## config.mk

```make
export PLATFORM = sky130hd
export DESIGN_NAME = vsram_write_sequencer
export DESIGN_NICKNAME = d
export VERILOG_FILES = /design/src/rtl/vsram_write_sequencer.sv
export SDC_FILE = /design/constraint.sdc
export NUM_CORES = 1
export LEC_CHECK = 0
export ABC_AREA = 1
export CAP_MARGIN = 20
export CORE_ASPECT_RATIO = 0.9
export CORE_MARGIN = 8
export CORE_UTILIZATION = 50
export DETAILED_ROUTE_END_ITERATION = 12
export HOLD_SLACK_MARGIN = 0.05
export PLACE_DENSITY = 0.72
export REMOVE_ABC_BUFFERS = 1
export SYNTH_ARGS = -nofsm -noshare
export SYNTH_HDL_FRONTEND = slang
export SYNTH_SLANG_ARGS = --single-unit
```

## constraint.sdc

```tcl
create_clock -name clock -period 9.85 [get_ports clock]
set_input_delay 1.97 -clock clock [delete_from_list [all_inputs] [get_ports clock]]
set_output_delay 1.97 -clock clock [all_outputs]
set_load 0.02 [all_outputs]
```

## src/rtl/vsram_write_sequencer.sv

```systemverilog
// rtl/vsram_write_sequencer.sv - buffered round-robin write command sequencer for the vSRAM demux
// Optional stall input (in_stall) is enabled by defining VSRAM_SEQ_STALL_EN.
module vsram_write_sequencer #(
  parameter int DATA_W     = 48,
  parameter int COL_W      = 9,
  parameter int LEN_W      = 11,
  parameter int FIFO_DEPTH = 4
) (
  input  logic              clock,
  input  logic              reset,
  input  logic              in_start,
  input  logic [LEN_W-1:0]  in_frameLen,
  input  logic [COL_W-1:0]  in_startCol,
  input  logic              in_valid,
  input  logic [DATA_W-1:0] in_data,
`ifdef VSRAM_SEQ_STALL_EN
  input  logic              in_stall,
`endif
  output logic              in_ready,
  output logic              out_writeEnable,
  output logic [1:0]        out_vsramNum,
  output logic [COL_W-1:0]  out_colNum,
  output logic [DATA_W-1:0] out_dataWriteVal,
  output logic              busy,
  output logic              frame_done
);

  localparam int PW = $clog2(FIFO_DEPTH);
  localparam logic [COL_W-1:0] IDLE_COL = COL_W'(8'hff);
  localparam logic [PW:0] FULL_CNT = (PW+1)'(FIFO_DEPTH);

  typedef enum logic [1:0] {IDLE, RUN, DONE} state_t;
  state_t state, state_d;

  logic [DATA_W-1:0] mem [FIFO_DEPTH];
  logic [PW-1:0]     wr_ptr, rd_ptr;
  logic [PW:0]       count, count_d;
  logic [LEN_W-1:0]  len_q, len_d, acc_cnt, acc_d, iss_cnt, iss_d;
  logic [COL_W-1:0]  base_q, base_d, col_d;
  logic              push, pop, stall, ready_d;

`ifdef VSRAM_SEQ_STALL_EN
  assign stall = in_stall;
`else
  assign stall = 1'b0;
`endif

  // Four vSRAMs per column: the column advances once every four issued words.
  assign col_d = base_q + COL_W'(iss_cnt >> 2);

  always_comb begin
    state_d = state;
    len_d   = len_q;
    base_d  = base_q;
    acc_d   = acc_cnt;
    iss_d   = iss_cnt;
    push    = 1'b0;
    pop     = 1'b0;
    case (state)
      IDLE: begin
        if (in_start) begin
          len_d   = in_frameLen;
          base_d  = in_startCol;
          acc_d   = '0;
          iss_d   = '0;
          state_d = (in_frameLen == '0) ? DONE : RUN;
        end
      end
      RUN: begin
        push = in_valid && in_ready;
        pop  = (count != '0) && !stall;
        if (push) acc_d = acc_cnt + LEN_W'(1);
        if (pop) begin
          iss_d = iss_cnt + LEN_W'(1);
          if (iss_cnt == len_q - LEN_W'(1)) state_d = DONE;
        end
      end
      DONE: state_d = IDLE;
      default: state_d = IDLE;
    endcase
    count_d = count + (PW+1)'(push) - (PW+1)'(pop);
    // Ready looks only at next-cycle occupancy, so a same-cycle pop never earns an extra slot.
    ready_d = (state_d == RUN) && (count_d != FULL_CNT) && (acc_d < len_d);
  end

  always_ff @(posedge clock or posedge reset) begin
    if (reset) state <= IDLE;
    else       state <= state_d;
  end

  always_ff @(posedge clock or posedge reset) begin
    if (reset) begin
      len_q            <= '0;
      base_q           <= '0;
      acc_cnt          <= '0;
      iss_cnt          <= '0;
      wr_ptr           <= '0;
      rd_ptr           <= '0;
      count            <= '0;
      in_ready         <= 1'b0;
      busy             <= 1'b0;
      frame_done       <= 1'b0;
      out_writeEnable  <= 1'b0;
      out_vsramNum     <= 2'd0;
      out_colNum       <= IDLE_COL;
      out_dataWriteVal <= '0;
    end else begin
      len_q            <= len_d;
      base_q           <= base_d;
      acc_cnt          <= acc_d;
      iss_cnt          <= iss_d;
      count            <= count_d;
      if (push) wr_ptr <= wr_ptr + PW'(1);
      if (pop)  rd_ptr <= rd_ptr + PW'(1);
      in_ready         <= ready_d;
      busy             <= (state_d != IDLE);
      frame_done       <= (state == DONE);
      out_writeEnable  <= pop;
      out_vsramNum     <= pop ? iss_cnt[1:0] : 2'd0;
      out_colNum       <= pop ? col_d : IDLE_COL;
      out_dataWriteVal <= pop ? mem[rd_ptr] : '0;
    end
  end

  always_ff @(posedge clock) begin
    if (push) mem[wr_ptr] <= in_data;
  end

endmodule

```

* Word level (Yosys, flattened, before mapping)
Memories as Yosys holds them, arrays and structs flattened.
Index checks and enable logic that the tools add are counted.
** Cells by class
- $add $sub $neg :: 8
- Order comparisons :: 1
- Equality and inequality tests :: 7
- Muxes and demuxes :: 20
- Reductions and logical operators :: 10
** Operators with widths (count)
- 11-bit 2-to-1 mux :: 6
- 48-bit 2-to-1 mux :: 1
- 11-bit case mux with 2 select lines :: 2
- 11-bit by 1-bit adder with 11-bit output, second input constant :: 2
- 11-bit equality test :: 1
- 11-bit logical NOT :: 1
- 11-bit < comparator :: 1
- 11-bit by 1-bit subtractor with 11-bit output, second input constant :: 1
- 2-bit 2-to-1 mux :: 5
- 9-bit adder :: 1
- 9-bit 2-to-1 mux :: 1
- 2-bit by 1-bit adder with 2-bit output, second input constant :: 2
- 2-bit by 1-bit equality test with 1-bit output, second input constant :: 2
- 1-bit 2-to-1 mux :: 4
- 2-bit inequality test, second input constant :: 2
- 2-bit case mux with 2 select lines :: 1
- 2-bit nonzero test :: 2
- 3-bit by 1-bit adder with 3-bit output :: 1
- 1-bit logical AND :: 3
- 3-bit inequality test, second input constant :: 1
- 3-bit AND reduction :: 1
- 3-bit nonzero test :: 1
- 3-bit by 1-bit subtractor with 3-bit output :: 1
- 2-bit equality test, second input constant :: 1
- other kinds (2) :: 2
** Word-level totals
- Register bits :: 114
- RAM bits :: 192
- Output and inout port bits :: 63
- Memories :: 1
** Memory list
- mem :: depth 4, width 48, rd ports 1, clocked after Yosys merged registers in 0, wr ports 1, RTL line 35 : logic [DATA_W-1:0] mem [FIFO_DEPTH];

* Longest topological paths before layout
- Depth in word-level cells :: 8
- Mapped depth :: 19
- Gate-level depth less buffers :: 19

* Worst setup path before layout
OpenSTA, ideal clock, no wires.
- Path kind :: input-to-reg
- Start point :: in in_valid
- End point :: mem mem[0][0], enable pin
- Library setup time :: 0.454 ns
- Arrival :: 4.466 ns
- Required time :: 9.396 ns
- Slack :: 4.930 ns
- Stages :: 4
- Path buffers :: 0
- Cells stage by stage :: nand2_2 -> nor2_2 -> inv_1 -> nor2_1
** On the way
- Cells in the longest elaborated chain, start to end :: 4
** RTL lines
- from (decl) :: RTL line 14 : input logic in_valid,
- 1-bit logical AND :: RTL line 70 : push = in_valid && in_ready;
- 1-bit 2-to-1 mux :: RTL line 59 : case (state)
- 1-bit 2-to-1 mux :: RTL line 126 : if (push) mem[wr_ptr] <= in_data;
- 1-bit 2-to-1 mux (implied by the code) :: RTL line 126
- to (decl) :: RTL line 35
Every way passes these cells.

* Worst setup path in the final report
- Start point :: in in_valid
- End point :: reg in_ready
** On the way
- Cells in the longest elaborated chain, start to end :: 7
- Elaborated cells between the ends (all ways) :: 10
** RTL lines
- 1-bit logical AND :: RTL line 70
- 1-bit 2-to-1 mux :: RTL line 59
- 3-bit by 1-bit adder with 3-bit output :: RTL line 81 : count_d = count + (PW+1)'(push) - (PW+1)'(pop);
- 3-bit by 1-bit subtractor with 3-bit output :: RTL line 81
- net count_d[2] :: RTL line 37 : logic [PW:0] count, count_d;
- 3-bit inequality test :: RTL line 83 : ready_d = (state_d == RUN) && (count_d != FULL_CNT) && (acc_d < len_d);
- 1-bit logical AND (2 in series) :: RTL line 83
- net ready_d :: RTL line 40 : logic push, pop, stall, ready_d;
- to (signal assigned) :: RTL line 115 : in_ready <= ready_d;
- to (decl) :: RTL line 19 : output logic in_ready,
The timed path passes the listed nets, and every way through them passes these cells.
A chain may end at the register's enable or synchronous reset.

==> results.cfg <==
[yosys]
synth_edf_count = 192
ys_ff_latch = 306
yosysMostFrequentCell = nor2_1
synth_common_cells = nor2_1 (229), edfxtp_1 (192), o21ai_0 (130)
synth_cell_types = 42
yosysWarnings = 0
yosys-top-cells-area = edfxtp_1 (46%), dfrtp_1 (21%), nor2_1 (6.9%)
yosysTopAreaCell = edfxtp_1
async_reset_ff_share_pct = 37.3
seq_area_frac_synth_pct = 69.0
synth_top_area_share_pct = 46.1
avgSynthCellArea_um2 = 11.2
synthCells = 1113
synth_flop_cell = edfxtp_1
syn_area_um2 = 12500

[timing]
setup_slack_ps = 5390
finalCritPeriodShare_pct = 45.3
hold_ws_ps = 494
hold_viol = 0
finClkSkew_ps = 37.2
min_period_ps = 4460
finalSetupViolCount = 0
slew_viol_final = 0
worst_pin_slew_ps = 1120
tns_ps = 0
slew_headroom_pct = 25.1
timing.fmax_mhz = 224
rsz0062_at_grt = no

[power_and_ir_drop]
p_per_area_nw_per_um2 = 314
p_leak_uw = 0.00602
peakVddDrop_v = 0.000173

[routing]
via_per_inst = 5.23
drtIter0Drc = 671
met2_length_um = 12800
firstDrtPassIters = 5
drt-met1-wl_um = 12500
ant_nets = 0
routedWlPerCell_um = 17.3
wl_met3_um = 2020
wl_um = 27900
routed.top_layer = met5
drc = 0
vias = 8432

[grt]
grt-ovfl-total = 0
first_global_vias = 8514
antenna_found_initial = 2
grt_start_max_net_pins = 100
grt_usage_pct = 18.2
grt_pass1_wl_um = 44600

[clock_tree]
h-tree-depth = 1
clk_latency_ps = 570
cts_buffers = 30
cts.sinks = 306
postCtsSetupRepairBufs = 0
post_cts_resize_count = 0
cts_max_path_buffers = 3
root_buffer = clkbuf_16
clkTransAtPathRegs_ps = 60
cts_tree = done
hold_buffers = 0

[finish]
final_cell_area_um2 = 15300
nFillCells = 1916
area_growth_pct = 22.1
fin_nets = 1346
antenna_cells = 0
drive_above_1_share_pct = 8.75
utilization_pct = 61.4

[floorplan]
initial_core_util_pct = 50.3
fp.coreArea_um2 = 24800
fp-row-count = 55
die_x_um = 183
die_area_um2 = 30300
io_pins = 135
die_y_um = 166

[worst_setup_path]
cp-end-kind = flip-flop
required_ps = 10280
cp.arrival_ps = 4890
crit_path_max_fanout = 8
start_kind = primary input
path_class = in -> reg

[flow_run]
max-cap-violations = 0

[placed_design]
portBuffers = 134
dp_slack_ps = 4840
hpwl_um = 16600
dpl-instance-area_um2 = 14200
gp_congestion = 0.876

[hold_path]
hold_class = reg -> reg

[status]
status = finished, final reports clean
layout make-up:
class	instances	area [um2]	area share [%]
Clock buffer	35	790	5.17
Clock inverter	21	265	1.74
Inverter	83	314	2.06
Multi-Input combinational cell	679	3390	22.2
Sequential cell	306	8630	56.6
Tap cell	342	428	2.80
Timing Repair Buffer	145	1440	9.46
cells by family (layout without fill, tap and decap cells):
kind of cell / count (synthesis) / count (layout) / share of synthesized area, %
compound gates: 216 / 216 / 8.92
xor+xnor: 11 / 11 / 0.771
fa+ha+maj: 29 / 29 / 3.02
buf+inv: 128 / 284 / 4.11
flops: 306 / 306 / 69.0
mux: 1 / 1 / 0.0901
simple gates: 422 / 422 / 14.1
worst max-delay path, cell delays in order:
cell             delay, ps
clkdlybuf4s50_1        500
nand2_2                110
nor2_2                 290
inv_1                  270
ha_1                   350
inv_1                   60
ha_1                   130
inv_1                   50
fa_1                   370
xnor2_1                180
xnor2_1                160
nand2_1                 80
nand2_1                 90
nor2_1                  40
and2_1                 140
nand3_1                 60
nor2_1                  50
metrics by stage:
stage	total power, uW	instances
3_3_place_gp	3580	1554
3_5_place_dp	3610	1554
4_1_cts	4830	1610
5_1_grt	5100	1611
6_report	4790	1611
2_1_floorplan	2940	1068
sequential cells by signal, indices dropped and copies added, names as in the netlist:
register          cells
acc_cnt              11
base_q                9
busy                  1
count                 3
frame_done            1
in_ready              1
iss_cnt              11
len_q                11
mem                 192
out_colNum            9
out_dataWriteVal     48
out_vsramNum          2
out_writeEnable       1
rd_ptr                2
state                 2
wr_ptr                2
power by group:
group          internal (uW)  switching [uW]
sequential              1740             216
combinational            623            1020
clock                    709             487
cell usage in the layout, fill, tap and decap left out, drive strengths merged, types with 2 or more instances in the layout:
master,n
a21oi,73
a31oi,2
and2,3
buf,11
bufinv,5
clkbuf,35
clkdlybuf4s50,134
clkinv,14
clkinvlp,3
dfrtp,106
dfstp,8
edfxtp,192
fa,2
ha,27
inv,82
nand2,114
nand3,41
nand4,4
nor2,239
nor3,11
nor4,3
o21a,2
o21ai,132
or2,5
xnor2,5
xor2,6
final timing paths:
kind                            startpoint                   end  slack [ps]  cells past startpoint
worst max-delay path              in_valid              in_ready        5390                     17
worst min-delay path              state[0]            frame_done         490                      1
worst max register to register    state[0]              in_ready        6430                     18
worst min register to register    state[0]            frame_done         490                      1
max in group asynchronous            reset             rd_ptr[0]        7000                      4
min in group asynchronous            reset  out_dataWriteVal[47]        1760                      2
metal layers:
| layer | up-vias | GRT usage [%] |
|---|---|---|
| li1 | 4038 | - |
| met1 | 4075 | 25.0 |
| met2 | 268 | 28.9 |
| met3 | 47 | 4.48 |
| met4 | 4 | 4.56 |
| met5 | - | 0 |
No activity file was read; power rests on OpenSTA's default activity.
